==> src/rtl/mem_b_sequencer.sv <==
// Sequences bulk transfers between a valid/ready stream and memory B:
// LOAD writes N stream words to addresses 0..N-1, DUMP reads them back out.
//
// state | meaning
// IDLE  | waiting for start
// LOAD  | writing one word per accepted s_valid beat
// DUMP  | issuing reads into the 2-deep output FIFO
// DRAIN | all reads issued, emptying the FIFO
module mem_b_sequencer #(
    parameter int DATA_W = 32,
    parameter int ADDR_W = 5,
    parameter int DEPTH  = 32
) (
    input  logic              clk,
    input  logic              rst,
    input  logic              start,
    input  logic              mode,
    input  logic [ADDR_W:0]   len,
    input  logic              s_valid,
    input  logic [DATA_W-1:0] s_data,
    output logic              s_ready,
    output logic              m_valid,
    output logic [DATA_W-1:0] m_data,
    input  logic              m_ready,
    output logic              busy,
    output logic              done,
    output logic              ena_B,
    output logic              wea_B,
    output logic [ADDR_W-1:0] addra_B,
    output logic [DATA_W-1:0] dina_B,
    input  logic [DATA_W-1:0] douta_B
);

    typedef enum logic [1:0] {S_IDLE, S_LOAD, S_DUMP, S_DRAIN} state_t;

    localparam logic [ADDR_W:0] DEPTH_V = (ADDR_W+1)'(DEPTH);
    localparam logic [ADDR_W:0] ONE     = (ADDR_W+1)'(1);

    state_t              r_state, w_state_nxt;
    logic [ADDR_W:0]     r_n, r_cnt;
    logic                r_done, r_pend;
    logic [DATA_W-1:0]   r_fifo [2];
    logic                r_wr_ptr, r_rd_ptr;
    logic [1:0]          r_occ;

    logic [ADDR_W:0]     w_len_clamp;
    logic                w_write, w_read, w_last, w_pop, w_fifo_pop, w_push, w_done_nxt;
    logic [1:0]          w_outst;

    assign w_len_clamp = (len > DEPTH_V) ? DEPTH_V : len;
    assign w_last      = (r_cnt == r_n - ONE);
    assign w_outst     = r_occ + {1'b0, r_pend};
    assign w_write     = (r_state == S_LOAD) && s_valid;
    assign w_read      = (r_state == S_DUMP) && (w_outst < 2'd2);
    assign w_pop       = m_valid && m_ready;
    assign w_fifo_pop  = w_pop && (r_occ != 2'd0);
    // A word arriving from memory while the FIFO is empty can be taken
    // straight from douta_B; it is only stored if it is not accepted.
    assign w_push      = r_pend && !(w_pop && (r_occ == 2'd0));

    always_comb begin
        w_state_nxt = r_state;
        w_done_nxt  = 1'b0;
        s_ready     = (r_state == S_LOAD);
        busy        = (r_state != S_IDLE);
        done        = r_done;
        ena_B       = w_write || w_read;
        wea_B       = w_write;
        addra_B     = '0;
        dina_B      = '0;
        m_valid     = (r_occ != 2'd0) || r_pend;
        m_data      = '0;
        if (ena_B) addra_B = r_cnt[ADDR_W-1:0];
        if (w_write) dina_B = s_data;
        if (r_occ != 2'd0) m_data = r_fifo[r_rd_ptr];
        else if (r_pend) m_data = douta_B;
        case (r_state)
            S_IDLE: begin
                if (start && len != '0) w_state_nxt = mode ? S_DUMP : S_LOAD;
                if (start && len == '0) w_done_nxt = 1'b1;
            end
            S_LOAD: begin
                if (w_write && w_last) begin
                    w_state_nxt = S_IDLE;
                    w_done_nxt  = 1'b1;
                end
            end
            S_DUMP: begin
                if (w_read && w_last) w_state_nxt = S_DRAIN;
            end
            S_DRAIN: begin
                if (w_pop && w_outst == 2'd1) begin
                    w_state_nxt = S_IDLE;
                    w_done_nxt  = 1'b1;
                end
            end
            default: w_state_nxt = S_IDLE;
        endcase
    end

    always_ff @(posedge clk or posedge rst) begin
        if (rst) begin
            r_state   <= S_IDLE;
            r_done    <= 1'b0;
            r_pend    <= 1'b0;
            r_n       <= '0;
            r_cnt     <= '0;
            r_fifo[0] <= '0;
            r_fifo[1] <= '0;
            r_wr_ptr  <= 1'b0;
            r_rd_ptr  <= 1'b0;
            r_occ     <= 2'd0;
        end else begin
            r_state <= w_state_nxt;
            r_done  <= w_done_nxt;
            r_pend  <= w_read;
            if (r_state == S_IDLE && start) begin
                r_n   <= w_len_clamp;
                r_cnt <= '0;
            end else if (w_write || w_read) begin
                r_cnt <= w_last ? '0 : r_cnt + ONE;
            end
            if (w_push) begin
                r_fifo[r_wr_ptr] <= douta_B;
                r_wr_ptr         <= ~r_wr_ptr;
            end
            if (w_fifo_pop) r_rd_ptr <= ~r_rd_ptr;
            case ({w_push, w_fifo_pop})
                2'b10:   r_occ <= r_occ + 2'd1;
                2'b01:   r_occ <= r_occ - 2'd1;
                default: r_occ <= r_occ;
            endcase
        end
    end

endmodule

==> config.mk <==
export PLATFORM = sky130hd
export DESIGN_NAME = mem_b_sequencer
export DESIGN_NICKNAME = d
export VERILOG_FILES = /design/src/rtl/mem_b_sequencer.sv
export SDC_FILE = /design/constraint.sdc
export NUM_CORES = 1
export LEC_CHECK = 0
export CAP_MARGIN = 20
export CORE_ASPECT_RATIO = 0.9
export CORE_MARGIN = 5
export CORE_UTILIZATION = 42
export CTS_CLUSTER_DIAMETER = 150
export DETAILED_ROUTE_END_ITERATION = 12
export PLACE_DENSITY = 0.77
export SYNTH_ARGS = -nofsm -noshare
export SYNTH_HDL_FRONTEND = slang
export SYNTH_SLANG_ARGS = --single-unit
==> constraint.sdc <==
create_clock -name clk -period 2.5 [get_ports clk]
set_input_delay 0.5 -clock clk [delete_from_list [all_inputs] [get_ports clk]]
set_output_delay 0.5 -clock clk [all_outputs]
set_load 0.01 [all_outputs]
==> run summary <==
OUTCOME
-------------------------------------------------------------------------------------
Status                                                                   finished clean

SYNTH
-------------------------------------------------------------------------------------
Post-synthesis average cell area                                            10.7 um^2
Mapped Cells                                                                      426
Cell variety after synth                                                           48
Synthesis Warnings                                                                  0
Seq/Total Area, Yosys                                                           0.461
Post-synthesis cell area                                                 0.00456 mm^2
Synthesized Nets                                                                  506
Area contributors post-synth                                             dfrtp_1, mux2_2, mux2i_1
Top cell type's share of synthesized area                                       0.461
Number of synthesized register bits                                                84
Fraction of registers with async set/reset                                       1.00
Leading register cell type out of synthesis                                   dfrtp_1
Cell type contributing the most total cell area after synthesis               dfrtp_1
Count of flip-flops with a built-in enable after synthesis                          0

DRT
-------------------------------------------------------------------------------------
Number of detailed-route iterations in the first pass                               4
Via count                                                                       3,855
Final antenna-violating net count                                                   0
Final WL                                                                      12.3 mm
Violation count after the first detailed-routing iteration                        216
DR vias/cell                                                                     5.36
Post-detailed-route DRC marker count                                                0
Average wire per cell in the routed design                                    17.1 um

CTS
-------------------------------------------------------------------------------------
Clock network latency to the later pin of the worst-skew pair                 0.33 ns
Clock-pin slew of the registers on the worst-case setup and hold paths        0.06 ns
CTS tree                                                                          yes
Clock buffer count from CTS                                                         9
Number of clock sinks                                                              84
Library cell used as clock root buffer                                      clkbuf_16
Number of H-tree branching levels                                                   3
Hold buffer count at cts                                                            0
Maximum clock path buffer count                                                     2

PLACEMENT
-------------------------------------------------------------------------------------
Post-Place Cells                                                                  696
GP Congestion                                                                   0.855
Placed wire-length estimate                                                   8.41 mm
Count of port buffers added during placement                                      150

WORST SETUP PATH
-------------------------------------------------------------------------------------
Kind of start point of the critical path                                     register
Maximum fanout along the worst path                                                18
Category of the critical setup timing path                               register to output port
Arrival time at the worst endpoint                                            1.94 ns
Crit path required time                                                       2.00 ns
R2r startpoint                                                           r_n[0]$_DFFE_PP0P_
Critical Path Source                                                     r_occ[1]$_DFFE_PP0P_
Endpoint class of the critical path                                       output port

STA
-------------------------------------------------------------------------------------
Count of final max-slew check failures                                              0
Number of hold-slack violations in the final timing report                          0
Peak Freq                                                                     410 MHz
Actual transition at the worst max-transition pin                            0.457 ns
Fin crit period                                                               2.44 ns
Max-Slew Margin vs Limit                                                        0.695
Worst Hold Slack                                                             0.502 ns
Final clock period utilization by the worst path                                0.977
Worst clock skew                                                           0.00531 ns
Total of endpoints with negative setup slack in the final report                    0

POWER AND IR DROP
-------------------------------------------------------------------------------------
Combinational fraction of design power                                          0.431
Sw Ratio                                                                        0.342
Net switching component of the power                                          1850 uW
Power share of the clock group                                                  0.236
Static power due to leakage                                                0.00336 uW
Maximum resistive drop on vdd                                                0.551 mV
Power Density                                                             810 mW/mm^2
Register share of total power                                                   0.333
Internal power summed over all cells                                          3560 uW

FLOORPLANNING
-------------------------------------------------------------------------------------
Std-Cell Core Area                                                        0.0107 mm^2
Die area                                                                  0.0130 mm^2
Standard-cell rows                                                                 36
Number of primary I/O pins                                                        151
Height of the die                                                              109 um
Die Span X                                                                     120 um
Starting Density                                                                0.426

GLOBAL ROUTING
-------------------------------------------------------------------------------------
First-pass GRT wire length                                                    18.8 mm
Initial antenna violation count                                                     0
Overall fraction of global-route tracks in use                                  0.178
Total overflow reported by the global router                                        0
Via count of the first global-routing pass                                      3,829
Pin count of the biggest net entering global routing                               85

LAYOUT
-------------------------------------------------------------------------------------
Non-filler cells in the finished layout                                           719
Total inserted antenna cells                                                        0
Layout cells sized above 1                                                      0.205
Net count, final                                                                  661
Layout overhead on the synthesized area                                         46.5%

FLOW RUN
-------------------------------------------------------------------------------------
Maximum Capacitance Violations                                                      0

HOLD PATH
-------------------------------------------------------------------------------------
Worst Hold Launch                                                        r_fifo[45]$_DFFE_PP0P_
Min-Delay Path Class                                                     register to register

[power groups by stage]
stage                     Combinational [uW]  Clock [uW]  Sequential, uW
after CTS                               2180        1310            1800
after global placement                  2100           0            1840
after floorplan                         1390           0            1730
final                                   2340        1280            1800
after detailed placement                2150           0            1850
after global routing                    2530        1390            1830
[metrics by stage]
stage	area [um^2]	TNS, ns	power [uW]	utilization	setup slack (ns)
after floorplan	4570	0	3120	-	0.557
after global placement	6300	-0.0842	3940	0.588	-0.0197
after detailed placement	6300	-0.164	4010	0.588	-0.0451
after CTS	6570	0	5290	0.613	0.000383
after global routing	6680	-0.00265	5750	0.623	-0.00265
final	6680	0	5420	0.623	0.0582
[cell usage after synthesis, types with 2 or more instances]
cell type,number
xor2_1,4
xnor2_1,9
nand3b_1,3
mux2i_1,32
nand3_1,39
nor2b_1,3
a21o_1,2
or3_1,2
buf_1,3
a221oi_1,2
nand4_1,2
and3_1,33
buf_2,8
nor2_1,10
clkbuf_1,18
or2_2,2
a21oi_1,2
o211ai_1,2
dfrtp_1,84
mux2_2,65
o221ai_1,2
and2_1,5
nand2_1,18
nor4_1,2
ha_1,4
nand2b_1,5
or2b_2,2
inv_1,6
o21ai_0,38
[cell usage in the layout, fill, tap and decap left out, drive strengths merged, types with 3 or more instances in the layout]
| cell | n |
|---|---|
| buf | 21 |
| nor2b | 3 |
| nand2 | 18 |
| dlygate4sd2 | 29 |
| dlymetal6s2s | 9 |
| ha | 4 |
| or3 | 3 |
| mux2 | 65 |
| xor2 | 4 |
| and3 | 33 |
| dfrtp | 84 |
| o21ai | 38 |
| nand3 | 39 |
| nand3b | 3 |
| xnor2 | 9 |
| clkinvlp | 3 |
| clkbuf | 15 |
| nand2b | 5 |
| mux2i | 32 |
| nor2 | 11 |
| clkdlybuf4s50 | 112 |
| inv | 6 |
| and2 | 6 |
[sequential cells by signal, indices dropped and copies added, names as in the netlist]
name and count:
r_rd_ptr 1, r_occ 2, r_fifo 64, r_wr_ptr 1, r_cnt 6, r_pend 1
done 1, r_n 6, r_state 2
[cell families (layout without fill, tap and decap cells)]
kind of cell             count (synthesis)  in the layout  synth area share
adder cells (fa/ha/maj)                  4              4            0.0110
flip-flops                              84             84             0.461
multiplexers                            97             97             0.231
buffers and inverters                   37            197            0.0343
AO/OA/AOI/OAI                           60             60            0.0801
AND/OR/NAND/NOR                        131            131             0.158
XOR/XNOR                                13             13            0.0250
[routing by layer]
| metal | routed length, um | global-route usage | vias up | part of all wire |
|---|---|---|---|---|
| li1 | - | - | 1842 | - |
| met1 | 5380 | 0.233 | 1877 | 0.44 |
| met2 | 6090 | 0.290 | 112 | 0.50 |
| met3 | 563 | 0.0456 | 24 | 0.046 |
| met4 | 236 | 0.0589 | 0 | 0.019 |
| met5 | 0 | 0 | - | 0 |
[critical path, cell delays in order, from the launching register on]
cell,delay (ns)
dfrtp_1,0.48
nor2_4,0.23
buf_12,0.18
nand3_1,0.08
o21ai_0,0.09
clkdlybuf4s50_1,0.55
[timing repair]
action,CTS,global route
pin swaps,1,1
setup buffers,1,2
setup endpoints to repair,38,41
resized for setup,33,15
gates cloned,0,4
[worst paths after layout]
path                                           to  slack, ns  depth (start not counted)
min                        r_fifo[45]$_DFFE_PP0P_       0.50                          1
max in group asynchronous    r_rd_ptr$_DFFE_PP0P_       1.49                          3
max                                    m_data[23]       0.06                          5
min reg2reg                r_fifo[45]$_DFFE_PP0P_       0.50                          1
max reg2reg                r_state[0]$_DFFE_PP0P_       0.32                          7
min in group asynchronous  r_fifo[44]$_DFFE_PP0P_       0.66                          3
[layout make-up]
class | instances | area [um^2]
multi-input cells | 305 | 2330
clock buffers | 12 | 236
repair buffers | 174 | 1760
flip-flops and latches | 84 | 2100
well taps | 133 | 166
fillers | 907 | 4040
clock inverters | 4 | 50.0
inverters | 7 | 30.0
No activity file was read; power rests on OpenSTA's default activity.
